## src/rtl/counter7sd_pkg.sv

```systemverilog
// Shared polarity constants and pause-button state type for the seven-segment counter controls.
package counter7sd_pkg;

    localparam logic PAUSE_ACTIVE = 1'b0;
    localparam logic REVERSE_DOWN = 1'b1;

    typedef enum logic [1:0] {
        P_IDLE = 2'd0,
        P_DOWN = 2'd1,
        P_LONG = 2'd2
    } pause_state_e;

endpackage

```

## src/rtl/counter7sd_input_ctrl_btn_debounce.sv

```systemverilog
// Two-flop synchroniser plus counting debouncer; emits one-cycle press/release pulses with each level flip.
module btn_debounce
    import counter7sd_pkg::*;
#(
    parameter int unsigned DEBOUNCE_CYCLES = 500000
) (
    input  logic clock,
    input  logic reset,
    input  logic btn_raw_i,
    output logic level_o,
    output logic press_o,
    output logic release_o
);
    localparam int unsigned CW = $clog2(DEBOUNCE_CYCLES + 1);
    localparam logic [CW-1:0] CNT_LAST = CW'(DEBOUNCE_CYCLES - 1);

    logic [1:0]    sync_q;
    logic [CW-1:0] cnt_q, cnt_d;
    logic          level_q, level_d;
    logic          press_q, press_d;
    logic          release_q, release_d;
    logic          differs, flip;

    // The counter holds the number of samples already seen disagreeing; the Nth one flips the level.
    always_comb begin
        differs   = (sync_q[1] != level_q);
        flip      = differs && (cnt_q == CNT_LAST);
        cnt_d     = (differs && !flip) ? cnt_q + 1'b1 : '0;
        level_d   = level_q ^ flip;
        press_d   = flip && !level_q;
        release_d = flip && level_q;
    end

    always_ff @(posedge clock) begin
        if (reset) begin
            sync_q    <= '0;
            cnt_q     <= '0;
            level_q   <= 1'b0;
            press_q   <= 1'b0;
            release_q <= 1'b0;
        end else begin
            sync_q    <= {sync_q[0], btn_raw_i};
            cnt_q     <= cnt_d;
            level_q   <= level_d;
            press_q   <= press_d;
            release_q <= release_d;
        end
    end

    assign level_o   = level_q;
    assign press_o   = press_q;
    assign release_o = release_q;

endmodule

```

## src/rtl/counter7sd_input_ctrl.sv

```systemverilog
// Button conditioning, step strobe and hold request for the seven-segment counter.
// Define LONG_PRESS_HOLD_EN to turn a long pause press into a one-cycle HOLD request.
module counter7sd_input_ctrl
    import counter7sd_pkg::*;
#(
    parameter int unsigned DEBOUNCE_CYCLES = 500000,
    parameter int unsigned TICK_DIV        = 50000000,
    parameter int unsigned LONG_CYCLES     = 100000000
) (
    input  logic clock,
    input  logic reset,
    input  logic pause_btn,
    input  logic reverse_btn,
    output logic pause,
    output logic reverse,
    output logic tick,
    output logic hold_n
);
    localparam int unsigned TW = $clog2(TICK_DIV);
    localparam logic [TW-1:0] DIV_LAST = TW'(TICK_DIV - 1);

    // Bit 0 is the pause button, bit 1 the reverse button.
    logic [1:0]    btn_raw;
    logic [1:0]    btn_level_unused;
    logic [1:0]    btn_press;
    logic [1:0]    btn_release;
    logic [TW-1:0] div_q, div_d;
    logic          pause_q, pause_d;
    logic          reverse_q, reverse_d;

    assign btn_raw = {reverse_btn, pause_btn};

    for (genvar gi = 0; gi < 2; gi++) begin : g_btn
        btn_debounce #(
            .DEBOUNCE_CYCLES(DEBOUNCE_CYCLES)
        ) u_btn (
            .clock    (clock),
            .reset    (reset),
            .btn_raw_i(btn_raw[gi]),
            .level_o  (btn_level_unused[gi]),
            .press_o  (btn_press[gi]),
            .release_o(btn_release[gi])
        );
    end

    // The strobe is left ungated; the counter itself decides whether to step while paused.
    assign tick      = (div_q == DIV_LAST);
    assign div_d     = tick ? '0 : div_q + 1'b1;
    assign reverse_d = reverse_q ^ btn_press[1];

`ifdef LONG_PRESS_HOLD_EN
    localparam int unsigned LW = $clog2(LONG_CYCLES + 1);
    localparam logic [LW-1:0] LONG_LAST = LW'(LONG_CYCLES - 1);

    pause_state_e  state_q, state_d;
    logic [LW-1:0] long_q, long_d;
    logic          hold_n_q, hold_n_d;
    logic          rev_release_unused;

    assign rev_release_unused = btn_release[1];

    // A release that lands on the same cycle as the long-press threshold still counts as a short press.
    always_comb begin
        state_d  = state_q;
        long_d   = long_q;
        pause_d  = pause_q;
        hold_n_d = 1'b1;
        case (state_q)
            P_IDLE: begin
                if (btn_press[0]) begin
                    state_d = P_DOWN;
                    long_d  = '0;
                end
            end
            P_DOWN: begin
                if (btn_release[0]) begin
                    pause_d = ~pause_q;
                    state_d = P_IDLE;
                end else if (long_q == LONG_LAST) begin
                    hold_n_d = 1'b0;
                    state_d  = P_LONG;
                end else begin
                    long_d = long_q + 1'b1;
                end
            end
            P_LONG: begin
                if (btn_release[0]) begin
                    state_d = P_IDLE;
                end
            end
            default: state_d = P_IDLE;
        endcase
    end

    always_ff @(posedge clock) begin
        if (reset) begin
            state_q  <= P_IDLE;
            long_q   <= '0;
            hold_n_q <= 1'b1;
        end else begin
            state_q  <= state_d;
            long_q   <= long_d;
            hold_n_q <= hold_n_d;
        end
    end

    assign hold_n = hold_n_q;
`else
    localparam int unsigned LONG_CYCLES_UNUSED = LONG_CYCLES;
    logic release_unused;

    assign release_unused = ^btn_release;
    assign pause_d        = pause_q ^ btn_press[0];
    assign hold_n         = 1'b1;
`endif

    always_ff @(posedge clock) begin
        if (reset) begin
            div_q     <= '0;
            pause_q   <= ~PAUSE_ACTIVE;
            reverse_q <= ~REVERSE_DOWN;
        end else begin
            div_q     <= div_d;
            pause_q   <= pause_d;
            reverse_q <= reverse_d;
        end
    end

    assign pause   = pause_q;
    assign reverse = reverse_q;

endmodule
```

## config.mk

```make
export PLATFORM = sky130hd
export DESIGN_NAME = counter7sd_input_ctrl
export DESIGN_NICKNAME = d
export VERILOG_FILES = /design/src/rtl/counter7sd_pkg.sv /design/src/rtl/counter7sd_input_ctrl_btn_debounce.sv /design/src/rtl/counter7sd_input_ctrl.sv
export SDC_FILE = /design/constraint.sdc
export NUM_CORES = 1
export LEC_CHECK = 0
export CAP_MARGIN = 30
export CORE_ASPECT_RATIO = 0.9
export CORE_MARGIN = 2
export CORE_UTILIZATION = 30
export DETAILED_ROUTE_END_ITERATION = 16
export GPL_TIMING_DRIVEN = 0
export RECOVER_POWER = 25
export SLEW_MARGIN = 20
export SYNTH_ARGS = -nofsm -noshare
export SYNTH_HDL_FRONTEND = slang
export SYNTH_SLANG_ARGS = --single-unit
```

## constraint.sdc

```tcl
create_clock -name clock -period 1.8 [get_ports clock]
set_input_delay 0.27 -clock clock [delete_from_list [all_inputs] [get_ports clock]]
set_output_delay 0.27 -clock clock [all_outputs]
set_load 0.02 [all_outputs]
```

# After elaboration in Yosys (flattened, before gate mapping)
# Index checks and enable logic that the tools add are counted.
# totals
input_bits	4
out_inout_bits	4
register_bits	74
# op_classes
n_reduce_logical	13
n_eq_ne	5
bitwise	6
add_sub_neg	3
# op_table
cell	n
19-bit by 1-bit adder with 19-bit output, second input constant	2
19-bit equality test, second input constant	2
26-bit by 1-bit adder with 26-bit output, second input constant	1
26-bit equality test, second input constant	1
1-bit logical AND	6
2-bit OR reduction	3
1-bit logical NOT	4
1-bit XOR	4
1-bit inequality test	2
1-bit NOT	2

# Depth between registers and ports, before layout
# depth
word_depth	6
ltp_mapped	7
mapped_depth_nobuf	5

# Modules after synthesis
# Synthesis repeated with hierarchy kept, for this count alone.
# hier_totals
hier_cells	383
hier_area_um2	3428.3
# modules_own_cells
mod	cells_per_inst	seq_area_each_um2	area_each_um2	n_inst
btn_debounce	115	480.5	1041.0	2
counter7sd_input_ctrl	153	560.5	1346.3	1

# Least setup slack after synthesis
# No wires, ideal clock.
# synth_path
path_type	reg2reg
start	register g_btn[0].u_btn.cnt_q[0]
end	register g_btn[0].u_btn.cnt_q[18]
period_less_slack_ns	1.982
arrival_ns	1.910
n_path_buf	1
path_slack_ns	-0.182
setup_ns	0.072
t_required_ns	1.728
path_stages_with_launch	7
cell_sequence	dfxtp_1 > ha_1 > nand3_4 > or4_1 > buf_2 > or4_1 > a21oi_1
# synth_between
elab_chain_len	6
word_cells_on_any_way	7
classes_between	1 x add/sub; 1 x eq/ne; 1 x bitwise; 4 x reduce/logical
# synth_rtl
element	line	text
start: declaration	counter7sd_input_ctrl_btn_debounce.sv:18	logic [CW-1:0] cnt_q, cnt_d;
start signal: assignment	counter7sd_input_ctrl_btn_debounce.sv:43	cnt_q <= cnt_d;
parallel branches: the longest is 6 deep, another holds 19-bit by 1-bit adder with 19-bit output	n/a	
# Parallel ways; which one is timed is not known.
# A chain may end at the register's enable or synchronous reset.

# Final worst setup path
# layout_path
start	register div_q[18]
end	output tick
# layout_between
elab_chain_len	1
# layout_rtl
element	line	text
start: declaration	counter7sd_input_ctrl.sv:27	logic [TW-1:0] div_q, div_d;
start signal: assignment	counter7sd_input_ctrl.sv:123	div_q <= div_d;
26-bit equality test	counter7sd_input_ctrl.sv:47	assign tick = (div_q == DIV_LAST);
end: declaration	counter7sd_input_ctrl.sv:16	output logic tick,
# No other way between the ends.

==> results.txt <==
During I/O placement, the number of pins put on the boundary was 8. The fraction of final layout cells with drive strength greater than 1 is 26.6%. The die is 114 microns wide. The run finished, with violations left. The leakage power figure is 1.39 nW. The completed layout was analyzed and its total power is 3.51 mW. The growth of design area from synthesis to finish came out at 30.9%.

The cell chosen for the clock root is sky130_fd_sc_hd__clkbuf_16. The highest net fanout along the worst path came out at 5. The top achievable clock speed is 538 MHz. The highest ir drop seen on vdd is approximately 0.32 mV.

The synthesized instance count came out at between 300 and 400. The share of power burned in combinational logic came out at 2.4%. The clock period minus final worst setup slack came out at 1.86 ns. Walking the worst path, the cells encountered are nor4b_2 > nand4_1 > nor4_4 > buf_4. The die covers between 10000 and 15000 sq um. The number of antenna diodes in the final layout is 0. TritonCTS built the clock tree. In this run the power density over the cells is 821 nW/um^2. The final weighted congestion in routability-driven placement came out at 0.777. The count of routing violations after the opening detailed-route iteration came out at roughly 130. The clock skew after layout is 0.0118 ns. For this run, the register share of the synthesized area comes to approximately 45%. The most frequent standard cell in the layout excluding fill and tap cells is sky130_fd_sc_hd__dfxtp_1. The final number of max-transition violations is 0. Per report_power, the clock group accounts for 50.6% of the total. On the final layout, the worst hold slack is 0.434 ns. The via count of the first global-routing pass is 2593.

The total setup violations reported at the end of the flow is 13. For this block, the routed nets add up to 7160 microns of wire. Setup repair after global routing could not meet its margin everywhere. The placed standard-cell area came out at about 3500 sq um. On the worst path, the slowest cell contributes a delay of 0.33 ns. In this run the tool buffered the top-level ports with 6 buffer cells. The part of the total power dissipated in sequential elements came out at 47.0%. The final-report hold violation count came out at 0. The number of hold buffers added after CTS was 0. The number of warning messages in the yosys log came out at 0.

After detailed routing, the average wire length per cell comes to 12.9 microns. The fraction of power spent switching nets came out at 21.4%. The internal portion of the total power is approximately 2.8 mW. The critical path in this run is classified as flip-flop to output pin. In this run the worst hold path is classified as flip-flop to flip-flop. The synthesized area per cell is 8.79 sq um. The total iterations of the first detailed-routing run came out at 4. The vertical extent of the die is 103 microns. Data arrives at the worst endpoint at 1.59 ns. The number of nets with antenna violations after detailed routing is 0. The pin count of the biggest net entering global routing came out at 14.

The wire length of the first global-routing pass is 11800 microns. In this run the cell area of the synthesized design comes to 3270 sq um. The initial cell density of the core is 30.5%. The HPWL after detailed placement is about 4300 microns. The final reports fail on setup timing. The startpoint class of the critical path is a flip-flop. The CTS clock-pin slew for the worst setup and hold paths is around 0.06 ns. In the layout the commonest cells are sky130_fd_sc_hd__dfxtp_1, sky130_fd_sc_hd__nor2_1, sky130_fd_sc_hd__buf_4, sky130_fd_sc_hd__xor2_1, sky130_fd_sc_hd__a21oi_1. Global routing consumed, over all layers together, between 10% and 20% of the routing resources.

Adding up every negative setup slack in the final design gives -0.411 ns. The number of clock sinks seen by CTS came out at 74. The clock latency of the later-clocked register in the worst-skew pair came out at 0.34 ns.

Global routing finished with a remaining overflow of 0. The post-route clock period utilization is 103%. The via count of the routed design came out at 2803. The final routed DRC violation total came out at 0. Across the run, the number of max-cap violations was 0. The number of antenna violations at the first check in global routing is 0. The worst setup path is captured at an output pin. Using the TritonRoute via totals, the vias-per-cell ratio works out to 5.06. The worst setup slack after layout came out at -0.0604 ns. The net count of the mapped netlist is between 300 and 400. The largest buffer count on any clock path is 2. The worst-case setup slack after placement came out at -0.482 ns.

The final instance area came out at 4280 sq um. CTS built an H-tree with a depth of 3. The placeable core region came out at 10700 sq um. The number of cell rows came out at 36. The net switching power came out at 753 uW. The synthesized design contains 74 register bits. Synthesis instantiated ~40 different standard cells from the library.

The final layout contains 423 nets. The largest individual stage delay along the critical path comes from the cell sky130_fd_sc_hd__dfxtp_2. The required time of the critical path came out at 1.53 ns. The total CTS buffers came out at 9.
[worst max-delay path: cells and delay by family (launching register included)]
| kind | cells | cell delay (ns) |
|---|---|---|
| flops | 1 | 0.33 |
| buf+inv | 1 | 0.18 |
| simple gates | 3 | 0.75 |
[path summary, 6_finish.rpt]
kind                                   end                      from  cells past startpoint  slack (ns)
hold reg to reg   g_btn[0].u_btn.sync_q[1]  g_btn[0].u_btn.sync_q[0]                      1        0.43
hold / removal    g_btn[0].u_btn.sync_q[1]  g_btn[0].u_btn.sync_q[0]                      1        0.43
setup / recovery                      tick                 div_q[18]                      4       -0.06
setup reg to reg                  div_q[2]                 div_q[18]                      7       -0.05
[cell type report]
cell class	instances	area, sq um
fill	1047	6440
buffer	12	103
tap	133	166
multi-input combinational	273	1860
clock buffer	10	229
inverter	11	41.3
timing repair buffer	35	287
sequential	74	1520
clock inverter	6	65.1
[what timing repair did]
action,in CTS,in global routing
hold endpoints to repair,0,0
setup buffers,14,14
gates resized for setup,43,53
setup endpoints to repair,59,57
gates cloned,0,1
pin swaps,10,11
[sequential cells by signal, summed over array words and instances, names as in the netlist, named ones only]
signal	count
g_btn.u_btn.cnt_q	38
div_q	26
g_btn.u_btn.sync_q	4
g_btn.u_btn.press_o	2
pause	1
reverse	1
[through the flow]
| stage | utilization [%] | instances |
|---|---|---|
| after global placement | 33.0 | 511 |
| after detailed placement | 33.0 | 511 |
| after global routing | 39.9 | 554 |
| after CTS | 37.7 | 540 |
| after floorplan | - | 372 |
| final | 39.9 | 554 |
[metal layers]
| layer | up-vias | GRT usage, % | share of wire (%) |
|---|---|---|---|
| met3 | 10 | 4.06 | 3.4 |
| met1 | 1340 | 15.3 | 48 |
| met5 | - | 0 | 0 |
| met4 | 0 | 3.94 | 1.5 |
| li1 | 1413 | - | - |
| met2 | 40 | 20.6 | 47 |
[cell usage after synthesis]
cell	n	area, sq um
sky130_fd_sc_hd__nor4b_1	2	17.5
sky130_fd_sc_hd__nor2_1	50	188
sky130_fd_sc_hd__o31ai_1	10	75.1
sky130_fd_sc_hd__nand3_2	1	10.0
sky130_fd_sc_hd__a31o_2	1	8.76
sky130_fd_sc_hd__or3_1	13	81.3
sky130_fd_sc_hd__o21ai_0	11	55.1
sky130_fd_sc_hd__and4_1	5	43.8
sky130_fd_sc_hd__xnor2_1	18	158
sky130_fd_sc_hd__or4_1	12	90.1
sky130_fd_sc_hd__nand4bb_1	2	22.5
sky130_fd_sc_hd__inv_1	11	41.3
sky130_fd_sc_hd__or4_2	1	8.76
sky130_fd_sc_hd__nand2_1	20	75.1
sky130_fd_sc_hd__xor2_1	22	193
sky130_fd_sc_hd__and3_1	8	50.1
sky130_fd_sc_hd__buf_2	7	35.0
sky130_fd_sc_hd__o211ai_2	1	12.5
sky130_fd_sc_hd__o21ba_2	1	10.0
sky130_fd_sc_hd__nor4bb_1	1	10.0
sky130_fd_sc_hd__o41ai_2	1	16.3
sky130_fd_sc_hd__a21oi_1	23	115
sky130_fd_sc_hd__clkbuf_1	5	18.8
sky130_fd_sc_hd__o21a_1	1	7.51
sky130_fd_sc_hd__ha_1	3	37.5
sky130_fd_sc_hd__dfxtp_1	74	1480
sky130_fd_sc_hd__nand4b_1	1	8.76
sky130_fd_sc_hd__nor4_1	6	37.5
sky130_fd_sc_hd__or3_2	1	7.51
sky130_fd_sc_hd__o21ai_1	1	5.00
sky130_fd_sc_hd__conb_1	1	3.75
sky130_fd_sc_hd__nand4_1	19	119
sky130_fd_sc_hd__nand3_4	1	17.5
sky130_fd_sc_hd__and2_1	1	6.26
sky130_fd_sc_hd__nor2b_1	4	25.0
sky130_fd_sc_hd__nand3_1	21	105
sky130_fd_sc_hd__buf_4	2	15.0
sky130_fd_sc_hd__nor3_1	7	35.0
sky130_fd_sc_hd__nand3b_1	1	7.51
sky130_fd_sc_hd__or2_2	1	6.26
sky130_fd_sc_hd__or3b_2	1	8.76
[power by group through the flow]
stage | logic, mW | registers (mW) | clock network, mW
final | 0.0846 | 1.65 | 1.78
after global routing | 0.0928 | 1.65 | 1.89
after CTS | 0.0660 | 1.65 | 1.82
after detailed placement | 0.0569 | 1.69 | 0
after global placement | 0.0556 | 1.69 | 0
after floorplan | 0.0396 | 1.69 | 0
[cell families (layout without fill, tap and decap cells)]
family          count (synthesis)  in the layout  synth area share [%]
xor+xnor                       40             40                  10.7
other cells                     1              1                 0.115
fa+ha+maj                       3              3                  1.15
buf+inv                        25             74                  3.37
simple gates                  179            179                  30.0
flops                          74             74                  45.3
compound gates                 50             50                  9.34
No activity file was read; power rests on OpenSTA's default activity.
